[src/rtl/adder8_chain_ctrl.sv]
// Multi-precision add/subtract sequencer around an external 8-bit ripple adder.
// Two-stage pipeline: operand register drives the adder, output register captures its result.
module adder8_chain_ctrl #(
    parameter int MAX_WORDS = 4,
    parameter int CW        = 3
) (
    input  logic       clk,
    input  logic       rst_n,
    input  logic       in_valid,
    output logic       in_ready,
    input  logic [7:0] in_a,
    input  logic [7:0] in_b,
    input  logic       in_cin,
    input  logic       in_sub,
    input  logic       in_last,
    output logic [7:0] add_a,
    output logic [7:0] add_b,
    output logic       add_c,
    input  logic [7:0] add_s,
    input  logic       add_cout,
    output logic       out_valid,
    input  logic       out_ready,
    output logic [7:0] out_s,
    output logic       out_last,
    output logic       out_cout,
    output logic       out_err
);

    logic          r_s1_valid;
    logic [7:0]    r_s1_a;
    logic [7:0]    r_s1_b;
    logic          r_s1_first;
    logic          r_s1_last;
    logic          r_s1_err;
    logic          r_s1_cin;
    logic          r_carry;
    logic          r_sub;
    logic          r_first;
    logic [CW-1:0] r_count;

    logic          r_out_valid;
    logic [7:0]    r_out_s;
    logic          r_out_last;
    logic          r_out_cout;
    logic          r_out_err;

    logic          w_adv2;
    logic          w_in_ready;
    logic          w_accept;
    logic [CW-1:0] w_pos;
    logic          w_max;
    logic          w_term;

    assign w_adv2     = r_s1_valid & (~r_out_valid | out_ready);
    assign w_in_ready = ~r_s1_valid | w_adv2;
    assign w_accept   = in_valid & w_in_ready;

    // 1-based position of the byte being accepted within its packet
    assign w_pos  = r_first ? CW'(1) : r_count + CW'(1);
    assign w_max  = (w_pos == CW'(MAX_WORDS));
    assign w_term = in_last | w_max;

    // sub_reg always describes the packet of the byte currently in stage 1
    assign add_a = r_s1_a;
    assign add_b = r_sub ? ~r_s1_b : r_s1_b;
    assign add_c = r_s1_first ? r_s1_cin : r_carry;

    assign in_ready  = w_in_ready;
    assign out_valid = r_out_valid;
    assign out_s     = r_out_s;
    assign out_last  = r_out_last;
    assign out_cout  = r_out_cout;
    assign out_err   = r_out_err;

    always_ff @(posedge clk or negedge rst_n) begin
        if (!rst_n) begin
            r_s1_valid  <= 1'b0;
            r_s1_a      <= '0;
            r_s1_b      <= '0;
            r_s1_first  <= 1'b0;
            r_s1_last   <= 1'b0;
            r_s1_err    <= 1'b0;
            r_s1_cin    <= 1'b0;
            r_carry     <= 1'b0;
            r_sub       <= 1'b0;
            r_first     <= 1'b1;
            r_count     <= '0;
            r_out_valid <= 1'b0;
            r_out_s     <= '0;
            r_out_last  <= 1'b0;
            r_out_cout  <= 1'b0;
            r_out_err   <= 1'b0;
        end else begin
            if (w_accept) begin
                r_s1_valid <= 1'b1;
                r_s1_a     <= in_a;
                r_s1_b     <= in_b;
                r_s1_first <= r_first;
                r_s1_last  <= w_term;
                r_s1_err   <= w_max & ~in_last;
                r_s1_cin   <= in_cin | in_sub;
                r_count    <= w_pos;
                r_first    <= w_term;
                if (r_first)
                    r_sub <= in_sub;
            end else if (w_adv2) begin
                r_s1_valid <= 1'b0;
            end

            if (w_adv2) begin
                r_carry     <= add_cout;
                r_out_valid <= 1'b1;
                r_out_s     <= add_s;
                r_out_last  <= r_s1_last;
                r_out_cout  <= r_s1_last & add_cout;
                r_out_err   <= r_s1_err;
            end else if (out_ready) begin
                r_out_valid <= 1'b0;
            end
        end
    end

endmodule
[config.mk]
export PLATFORM = sky130hd
export DESIGN_NAME = adder8_chain_ctrl
export DESIGN_NICKNAME = d
export VERILOG_FILES = /design/src/rtl/adder8_chain_ctrl.sv
export SDC_FILE = /design/constraint.sdc
export NUM_CORES = 1
export LEC_CHECK = 0
export ABC_AREA = 1
export CORE_MARGIN = 2
export CORE_UTILIZATION = 43
export DETAILED_ROUTE_END_ITERATION = 7
export PLACE_DENSITY = 0.85
export SYNTH_ARGS = -nofsm -noshare
export SYNTH_HDL_FRONTEND = slang
export SYNTH_SLANG_ARGS = --single-unit
[constraint.sdc]
create_clock -name clk -period 1.3 [get_ports clk]
set_input_delay 0.195 -clock clk [delete_from_list [all_inputs] [get_ports clk]]
set_output_delay 0.195 -clock clk [all_outputs]
set_load 0.02 [all_outputs]
==> results.sh <==
export IMPL_run_status="complete, but fails checks"
export IMPL_violations="setup timing"
export IMPL_fin_skew_ps=4.236
export IMPL_ys_warn_count=0
export IMPL_utilization=0.6743
export IMPL_insertion_delay_ps=280
export IMPL_critical_path_top_delay_family="flip-flops"
export IMPL_most_common_layout_cells="nand2_1, dfrtp_1, clkdlybuf4s50_1, dlygate4sd2_1, buf_4"
export IMPL_syn_area_sq_mm=0.001640
export IMPL_setup_viol=8
export IMPL_grt_pass1_vias=1379
export IMPL_wl_per_cell_microns=11.00
export IMPL_worst_pin_slew_ps=428.4
export IMPL_power_density_mw_per_mm2=1591
export IMPL_ioPinCount=62
export IMPL_grt_overflow=0
export IMPL_cp_slowest_cell="dfrtp_1"
export IMPL_post_route_period_util=1.032
export IMPL_placed_cells=302
export IMPL_slew_headroom=0.7144
export IMPL_numCtsBuffers=5
export IMPL_clock_sinks=39
export IMPL_synth_edf_count=0
export IMPL_hold_viol_final=0
export IMPL_die_w_microns=65.77
export IMPL_ys_seq_area_frac=0.5957
export IMPL_rsz0062_at_grt="yes"
export IMPL_synth_nets=217
export IMPL_ys_async_sr_fraction=1.000
export IMPL_ant_nets=0
export IMPL_critPathMaxFanout=6
export IMPL_synth_top_area_cell="dfrtp_1"
export IMPL_crit_buf_inv=2
export IMPL_crit_path_cell_trace="buf_6 > xor2_1 > buf_4"
export IMPL_grt_pass1_wl_microns=5906
export IMPL_worstPathArrival_ps=1150
export IMPL_dp_slack_ps=-249.2
export IMPL_cts_setup_buffers=0
export IMPL_synth_top_cells_by_area="dfrtp_1, nand2_1, xor2_1"
export IMPL_start_util=0.4481
export IMPL_power_mw=3.927
export IMPL_synth_ff_type="dfrtp_1"
export IMPL_crit_type="reg2out"
export IMPL_routed_via_density=4.553
export IMPL_nets=295
export IMPL_gp_congestion=0.7395
export IMPL_fillers=337
export IMPL_grt_total_usage=0.1809
export IMPL_htree_levels=2
export IMPL_min_path_type="in2async"
export IMPL_leakage_nw=1.316
export IMPL_worstSetupStartpointType="flip-flop"
export IMPL_avgSynthCellArea_sq_um=8.915
export IMPL_yosysUniqueCellTypes=17
export IMPL_vdd_ir_drop_max_v=0.0008495
export IMPL_dp_hpwl_microns=2546
export IMPL_required_ps=1110
export IMPL_dieArea_sq_mm=0.004325
export IMPL_die_h_microns=65.77
export IMPL_cap_viol_max_count=0
export IMPL_diodes=0
export IMPL_clk_pin_slew_ps=70
export IMPL_layout_min_cycle_time_ps=1341
export IMPL_ys_ff_latch=39
export IMPL_drt_wl_total_microns=3400
export IMPL_grt_max_degree=23
export IMPL_dr_pass1_iters=4
export IMPL_multi_input_area_sq_um=598.1
export IMPL_antenna_found_initial=0
export IMPL_end_kind="output port"
export IMPL_cts_tree="done"
export IMPL_setup_slack_ps=-41.42
export IMPL_final_common_cell="nand2_1"
export IMPL_max_freq_ghz=0.7455
export IMPL_max_stage_delay_ps=400
export IMPL_syn_to_final_growth_pct=50.50
export IMPL_synth_top_cell_area_share=0.5797
export IMPL_root_buffer="clkbuf_8"
export IMPL_fin_cells=309
export IMPL_drtIter0Drc=55
export IMPL_syn_inst=184
export IMPL_route_detailed_drc=0
export IMPL_rows=22
export IMPL_drv_slew=0
export IMPL_drive_gt1_frac=0.1571
export IMPL_core_sq_mm=0.003661
export IMPL_regArea_sq_um=977.2
export IMPL_clockBufferDepth=2
export IMPL_vias=1407
export IMPL_port_buffers=61
Yosys cell counts (2+ instances only):
master,count
buf_2,2
xor2_1,8
dfrtp_1,38
nor2_1,3
buf_6,3
inv_1,8
o21ai_0,6
nand2_1,101
buf_4,2
nand3_1,5
o21ai_1,2
worst reg2reg max path, stage by stage (launching register included):
cell and delay, ps:
dfrtp_1 400, nand3_2 90, buf_4 130, nand2_4 80, inv_4 170, nand3_1 120
nand2_1 90
cell type report:
| cell class | count | area share |
|---|---|---|
| tap | 48 | 0.02433 |
| multi-input combinational | 129 | 0.2423 |
| sequential | 39 | 0.3958 |
| timing repair buffer | 78 | 0.2935 |
| inverter | 9 | 0.01470 |
| clock buffer | 6 | 0.02940 |
per-layer routing:
layer,vias to the layer above,GRT usage,part of all wire
met5,-,0,0
met4,0,0.05469,0.0091
met3,4,0.06849,0.081
met2,44,0.3005,0.49
met1,652,0.2176,0.42
li1,707,-,-
sequential cells by signal, indices dropped and copies added (netlist names):
register,flops
r_carry,1
add_a,8
r_count,3
out_cout,1
out_s,8
out_last,1
out_err,1
r_s1_last,1
r_s1_cin,1
r_sub,1
r_first,1
out_valid,1
r_s1_valid,1
r_s1_err,1
r_s1_b,8
r_s1_first,1
what timing repair did:
item / in CTS / in global routing
endpoints found under the hold margin: 16 / 0
hold buffers: 1 / 0
pin swaps: 1 / 3
resized for setup: 66 / 11
endpoints found under the setup margin: 30 / 9
power by group:
group	leakage, nW	switching [mW]	internal [mW]
clock network	0.0371	0.367	0.357
logic	0.799	0.861	0.726
registers	0.480	0.152	1.46
total	1.32	1.38	2.55
metrics by stage:
step                TNS, ps  hold WS [ps]  cell area (sq um)
global placement      -3326         152.8               2392
floorplan                 0        -100.6               1640
finish               -201.1         382.4               2469
global route         -691.6         414.8               2469
CTS                  -468.0         396.4               2424
detailed placement    -3653         156.7               2392
worst paths after layout:
check / start / endpoint / slack [ps] / cells after the start
worst min-delay path: rst_n / r_count[0]$_DFFE_PN0P_ / 380 / 2
worst max register to register: out_valid$_DFFE_PN0P_ / r_sub$_DFFE_PN0P_ / 170 / 6
worst max-delay path: r_sub$_DFFE_PN0P_ / add_b[5] / -40 / 3
min in group clk: in_b[0] / r_s1_b[0]$_DFFE_PN0P_ / 440 / 3
worst min register to register: out_s[3]$_DFFE_PN0P_ / out_s[3]$_DFFE_PN0P_ / 470 / 2
max in group asynchronous: rst_n / r_s1_b[4]$_DFFE_PN0P_ / 470 / 3
kinds of logic after synthesis:
kind of cell    count (synthesis)  share of synthesized area
fa+ha+maj                       1                   0.007627
flops                          39                     0.5957
simple gates                  111                     0.2662
buf+inv                        16                    0.05797
xor+xnor                        8                    0.04272
compound gates                  9                    0.02975
Power figures use the tool's default switching activity.
